$ cat src/rtl/controle_exibicao_if.sv
// ============================================================================
// Module      : controle_exibicao_if
// Description : Bus bundle between the sequence-playback controller and its host.
//               Macro CONTROLE_EXIBICAO_DB_ESTADO_EN adds the db_estado signal.
// Revision    : 1.0 - initial release
// ============================================================================
`default_nettype none

interface controle_exibicao_if;
    logic       iniciar;
    logic       cancela;
    logic [3:0] limite;
    logic [3:0] dado_mem;
    logic [3:0] endereco;
    logic [3:0] leds;
    logic       ocupado;
    logic       pronto;
`ifdef CONTROLE_EXIBICAO_DB_ESTADO_EN
    logic [3:0] db_estado;

    modport slave  (input  iniciar, cancela, limite, dado_mem,
                    output endereco, leds, ocupado, pronto, db_estado);
    modport master (output iniciar, cancela, limite, dado_mem,
                    input  endereco, leds, ocupado, pronto, db_estado);
`else
    modport slave  (input  iniciar, cancela, limite, dado_mem,
                    output endereco, leds, ocupado, pronto);
    modport master (output iniciar, cancela, limite, dado_mem,
                    input  endereco, leds, ocupado, pronto);
`endif
endinterface

`default_nettype wire

$ cat src/rtl/controle_exibicao.sv
// ============================================================================
// Module      : controle_exibicao
// Description : Plays memory positions 0..limite on one-hot LEDs with lit/dark
//               timing. Macro CONTROLE_EXIBICAO_DB_ESTADO_EN exposes db_estado.
// Revision    : 1.0 - initial release
// ============================================================================
`default_nettype none

module controle_exibicao #(
    parameter int TEMPO_ACESO   = 500,
    parameter int TEMPO_APAGADO = 250
) (
    input  wire logic             clock,
    input  wire logic             reset,
    controle_exibicao_if.slave    bus
);

    localparam int c_TMAX = (TEMPO_ACESO > TEMPO_APAGADO) ? TEMPO_ACESO : TEMPO_APAGADO;
    // Timer only ever holds 0..c_TMAX-1.
    localparam int c_TW   = (c_TMAX > 1) ? $clog2(c_TMAX) : 1;
    localparam logic [c_TW-1:0] c_ACESO_FIM   = c_TW'(TEMPO_ACESO - 1);
    localparam logic [c_TW-1:0] c_APAGADO_FIM = c_TW'(TEMPO_APAGADO - 1);
    localparam logic [c_TW-1:0] c_UM          = c_TW'(1);

    typedef enum logic [3:0] {
        INICIAL = 4'd0,
        CARREGA = 4'd1,
        ACESO   = 4'd2,
        APAGADO = 4'd3,
        FIM     = 4'd4
    } estado_t;

    estado_t         r_estado;
    logic [c_TW-1:0] r_timer;
    logic [3:0]      r_endereco;
    logic [3:0]      r_leds;
    logic [3:0]      r_limite;

    always_ff @(posedge clock) begin
        if (reset) begin
            r_estado   <= INICIAL;
            r_timer    <= '0;
            r_endereco <= 4'd0;
            r_leds     <= 4'd0;
            r_limite   <= 4'd0;
        end else if (bus.cancela) begin
            r_estado   <= INICIAL;
            r_timer    <= '0;
            r_endereco <= 4'd0;
        end else begin
            case (r_estado)
                INICIAL: begin
                    r_timer    <= '0;
                    r_endereco <= 4'd0;
                    if (bus.iniciar) begin
                        r_limite <= bus.limite;
                        r_estado <= CARREGA;
                    end
                end
                CARREGA: begin
                    r_leds   <= bus.dado_mem;
                    r_timer  <= '0;
                    r_estado <= ACESO;
                end
                ACESO: begin
                    if (r_timer == c_ACESO_FIM) begin
                        r_timer  <= '0;
                        r_estado <= APAGADO;
                    end else begin
                        r_timer <= r_timer + c_UM;
                    end
                end
                APAGADO: begin
                    if (r_timer == c_APAGADO_FIM) begin
                        r_timer <= '0;
                        // Stopping on the limit keeps endereco from ever wrapping.
                        if (r_endereco == r_limite) begin
                            r_estado <= FIM;
                        end else begin
                            r_endereco <= r_endereco + 4'd1;
                            r_estado   <= CARREGA;
                        end
                    end else begin
                        r_timer <= r_timer + c_UM;
                    end
                end
                FIM: begin
                    r_endereco <= 4'd0;
                    r_estado   <= INICIAL;
                end
                default: begin
                    r_timer    <= '0;
                    r_endereco <= 4'd0;
                    r_estado   <= INICIAL;
                end
            endcase
        end
    end

    assign bus.endereco = r_endereco;
    assign bus.leds     = (r_estado == ACESO) ? r_leds : 4'd0;
    assign bus.ocupado  = (r_estado != INICIAL);
    assign bus.pronto   = (r_estado == FIM);
`ifdef CONTROLE_EXIBICAO_DB_ESTADO_EN
    assign bus.db_estado = r_estado;
`endif

endmodule

`default_nettype wire

$ cat src/flat_wrapper.sv
// flat-port wrapper written by rule: the top's interface ports become plain ports
module controle_exibicao_flat 
#(
    parameter int TEMPO_ACESO   = 500,
    parameter int TEMPO_APAGADO = 250
)
  (clock, reset, bus_iniciar, bus_cancela, bus_limite, bus_dado_mem, bus_endereco, bus_leds, bus_ocupado, bus_pronto);
  controle_exibicao_if bus_i ();
  input  wire logic clock;
  input  wire logic reset;
  input wire logic [$bits(bus_i.iniciar)-1:0] bus_iniciar;
  input wire logic [$bits(bus_i.cancela)-1:0] bus_cancela;
  input wire logic [$bits(bus_i.limite)-1:0] bus_limite;
  input wire logic [$bits(bus_i.dado_mem)-1:0] bus_dado_mem;
  output wire logic [$bits(bus_i.endereco)-1:0] bus_endereco;
  output wire logic [$bits(bus_i.leds)-1:0] bus_leds;
  output wire logic [$bits(bus_i.ocupado)-1:0] bus_ocupado;
  output wire logic [$bits(bus_i.pronto)-1:0] bus_pronto;
  assign bus_i.iniciar = bus_iniciar;
  assign bus_i.cancela = bus_cancela;
  assign bus_i.limite = bus_limite;
  assign bus_i.dado_mem = bus_dado_mem;
  assign bus_endereco = bus_i.endereco;
  assign bus_leds = bus_i.leds;
  assign bus_ocupado = bus_i.ocupado;
  assign bus_pronto = bus_i.pronto;
  controle_exibicao #(.TEMPO_ACESO(TEMPO_ACESO), .TEMPO_APAGADO(TEMPO_APAGADO)) u_core (.clock(clock), .reset(reset), .bus(bus_i));
endmodule
$ cat config.mk
export PLATFORM = sky130hd
export DESIGN_NAME = controle_exibicao_flat
export DESIGN_NICKNAME = d
export VERILOG_FILES = /design/src/rtl/controle_exibicao_if.sv /design/src/rtl/controle_exibicao.sv /design/src/flat_wrapper.sv
export SDC_FILE = /design/constraint.sdc
export NUM_CORES = 1
export LEC_CHECK = 0
export ABC_AREA = 1
export ABC_CLOCK_PERIOD_IN_PS = 1600
export BUFFER_PORTS_ARGS = -buffer_cell sky130_fd_sc_hd__buf_2
export CORE_UTILIZATION = 51
export CTS_BUF_LIST = sky130_fd_sc_hd__clkbuf_16
export DETAILED_ROUTE_END_ITERATION = 10
export GPL_ROUTABILITY_DRIVEN = 0
export PLACE_DENSITY_LB_ADDON = 0.25
export SETUP_SLACK_MARGIN = 0.02
export SLEW_MARGIN = 10
export SYNTH_ARGS = -nofsm -noshare
export SYNTH_HDL_FRONTEND = slang
export SYNTH_SLANG_ARGS = --single-unit
$ cat constraint.sdc
create_clock -name clock -period 1.6 [get_ports clock]
set_input_delay 0.24 -clock clock [delete_from_list [all_inputs] [get_ports clock]]
set_output_delay 0.24 -clock clock [all_outputs]
set_load 0.005 [all_outputs]
==> key figures <==
Logic synthesis
  – Post-Syn Nets: 211
  – Yosys reg bits: 24
  – Cell count after synthesis: slightly below 200
  – Mapped Avg Cell Area: 6.722 um^2
  – Register area share after synthesis: between 30 and 40%
  – Post-Synthesis Cell Area: 1318 um^2
  – Count of cell types in the netlist: 26
  – Yosys warns: 0

STA
  – RSZ-0062 raised after global routing: false
  – Final Cycle Share: 93.60%
  – Final Critical Period: 1.498 ns
  – Post-route setup TNS: 0 ns
  – F_max: 667.8 MHz
  – Setup Skew: 0.001258 ns
  – Worst Tran Pin Value: 0.3180 ns
  – Slew Viols, Final: 0
  – Slew margin rel.: 78.74%
  – Setup Viol. Count Final: 0
  – Endpoints failing hold: 0

Drt
  – Antenna viol nets, final: 0
  – Routed length per instance: ~11 um
  – Number of remaining DRC errors: 0
  – Vias per cell: 5.123
  – Via count: 1291
  – DRT iter0 DRCs: 39
  – First-pass iteration count of the detailed router: 5
  – Aggregate routed wire length: 2861 um

Die
  – Core area: 2455 um^2
  – # rows: 18
  – Die H: between 50 and 60 um
  – Initial Utilization: 53.67%
  – Io pins: 22
  – Die Width: about 53 um
  – DIE AREA: 2790 um^2

Worst setup path
  – Minimum setup slack among reg-to-reg paths: 0.15 ns
  – WP data arrival: roughly 1.3 ns
  – Crit Path Max Fanout: 10
  – CP Capture Type: output pin
  – R2R Path Start: u_core.r_timer[0]
  – Critical Path Source: u_core.r_estado[0]
  – Worst setup SP type: flop
  – Worst EP required: 1.36 ns
  – CP Class: reg2out

Finish
  – Nets@finish: 239
  – Share of cells above drive strength 1: 24.32%
  – FILL cells: 213
  – Non-filler instance count after layout: 252
  – Multi-input logic area: between 700 and 800 um^2
  – Area grow syn2layout: 21.84%
  – # diodes: 0
  – Fin util: 65.39%
  – Storage element area: around 500 um^2

Clocking
  – Worst-path clk slew: 0.06 ns
  – Total clock sinks: 24
  – Clock root buffer: clkbuf_16
  – Clk buf depth: 2
  – H-tree depth: 1
  – CTS Buf Count: 3
  – Clk Latency, worst-skew pair: 0.26 ns
  – CTS tree: done

Worst hold path
  – Worst Min Path Start: bus_dado_mem[3]
  – Hold WC Path Type: in2reg

Placed design
  – Detailed Place HPWL: approximately 2100 um
  – Port Buffers: 21
  – DP Cell Count: 247

Global routing
  – First-pass GRT wire length: about 4600 um
  – Largest net degree at the start of global routing: 13
  – Initial antenna violation count: 0
  – Overall Global Routing Usage: between 20% and 30%
  – Vias in the first global route: 1102
  – Final global-route overflow total: 0

Job
  – Max_cap viols: 0

Status
  – Status: finished, final reports clean

Power
  – VDD IR max: ~0.64 mV
  – Pwr per Cell Area: 799.6 nW/um^2
  – Final Total Pwr: 0.001284 W
  – Leak pwr: 0.7471 nW
==> critical path, cell delays in order, from the launching register on <==
cell and delay [ns]:
dfxtp_1 0.37, nor2_2 0.21, nand2_2 0.19, inv_1 0.12, buf_2 0.12
==> where the power goes <==
group / switching [W] / leakage (nW) / total (W) / internal [W]
registers: 0.0000125 / 0.196 / 0.000625 / 0.000613
logic: 0.0000755 / 0.514 / 0.000124 / 0.0000482
clock network: 0.000204 / 0.0370 / 0.000535 / 0.000331
==> stage by stage <==
step	cell area [um^2]	hold slack (ns)	worst slack, ns
global route	1605	0.2732	0.007624
finish	1605	0.2591	0.1024
floorplan	1318	0.4159	0.2765
CTS	1538	0.2560	0.1061
detailed placement	1463	0.4622	0.1195
global placement	1463	0.4512	0.1946
==> cell type report <==
type | count | share of cell area (%)
multi-input combinational | 137 | 46.69
sequential | 24 | 30.32
inverter | 34 | 8.028
timing repair buffer | 24 | 7.950
clock buffer | 3 | 4.677
tap | 30 | 2.338
==> cell families after synthesis <==
| group | share of synthesized area [%] |
|---|---|
| AO/OA/AOI/OAI | 9.497 |
| XOR/XNOR | 2.660 |
| adder cells (fa/ha/maj) | 2.849 |
| buffers and inverters | 10.16 |
| flip-flops | 36.47 |
| AND/OR/NAND/NOR | 38.37 |
==> cell usage after synthesis (all sizes together) <==
cell type | n | area share [%]
dfxtp | 24 | 36
nor2 | 38 | 12
nand2 | 48 | 15
a211oi | 8 | 4.6
a21oi | 6 | 3.1
nor4 | 1 | 0.48
o21ai | 2 | 0.76
buf | 1 | 0.38
nor3 | 2 | 1.1
nand3 | 14 | 5.7
inv | 33 | 9.4
a31oi | 1 | 0.48
clkinv | 1 | 0.38
xnor2 | 1 | 0.66
a21o | 1 | 0.57
nand4 | 9 | 4.3
ha | 3 | 2.8
xor2 | 3 | 2.0
==> cell usage in the layout, fill, tap and decap left out, drive strengths merged <==
cell,synthesis,layout
clkinv,1,1
a31oi,1,1
nand4,9,9
xor2,3,3
dfxtp,24,24
o21ai,2,2
buf,1,24
nor3,2,2
nand2,48,48
nor2,38,38
a211oi,8,8
inv,33,33
nor4,1,1
a21o,1,1
a21oi,6,6
xnor2,1,1
ha,3,3
clkbuf,0,3
nand3,14,14
==> per-layer routing <==
layer	global-route usage [%]	wire, um
met5	0	0
met4	9.649	40
met3	4.348	139
met2	36.29	1325
met1	27.95	1355
==> path summary, 6_finish.rpt <==
| kind | to | depth (start not counted) |
|---|---|---|
| worst min register to register | u_core.r_leds[3] | 2 |
| worst min-delay path | u_core.r_leds[3] | 3 |
| worst max register to register | u_core.r_timer[8] | 10 |
| worst max-delay path | bus_pronto | 4 |
==> flip-flops by register name (all words and copies together), names as in the netlist <==
register	flops
u_core.bus.endereco	4
u_core.r_estado	3
u_core.r_leds	4
u_core.r_limite	4
u_core.r_timer	9
==> repair_timing <==
action / 4_1_cts / 5_1_grt
setup endpoints to repair: 0 / 17
resized for setup: 0 / 15
hold buffers: 0 / 0
buffers inserted: 0 / 2
Note: power is estimated with default switching activity, not from simulation.
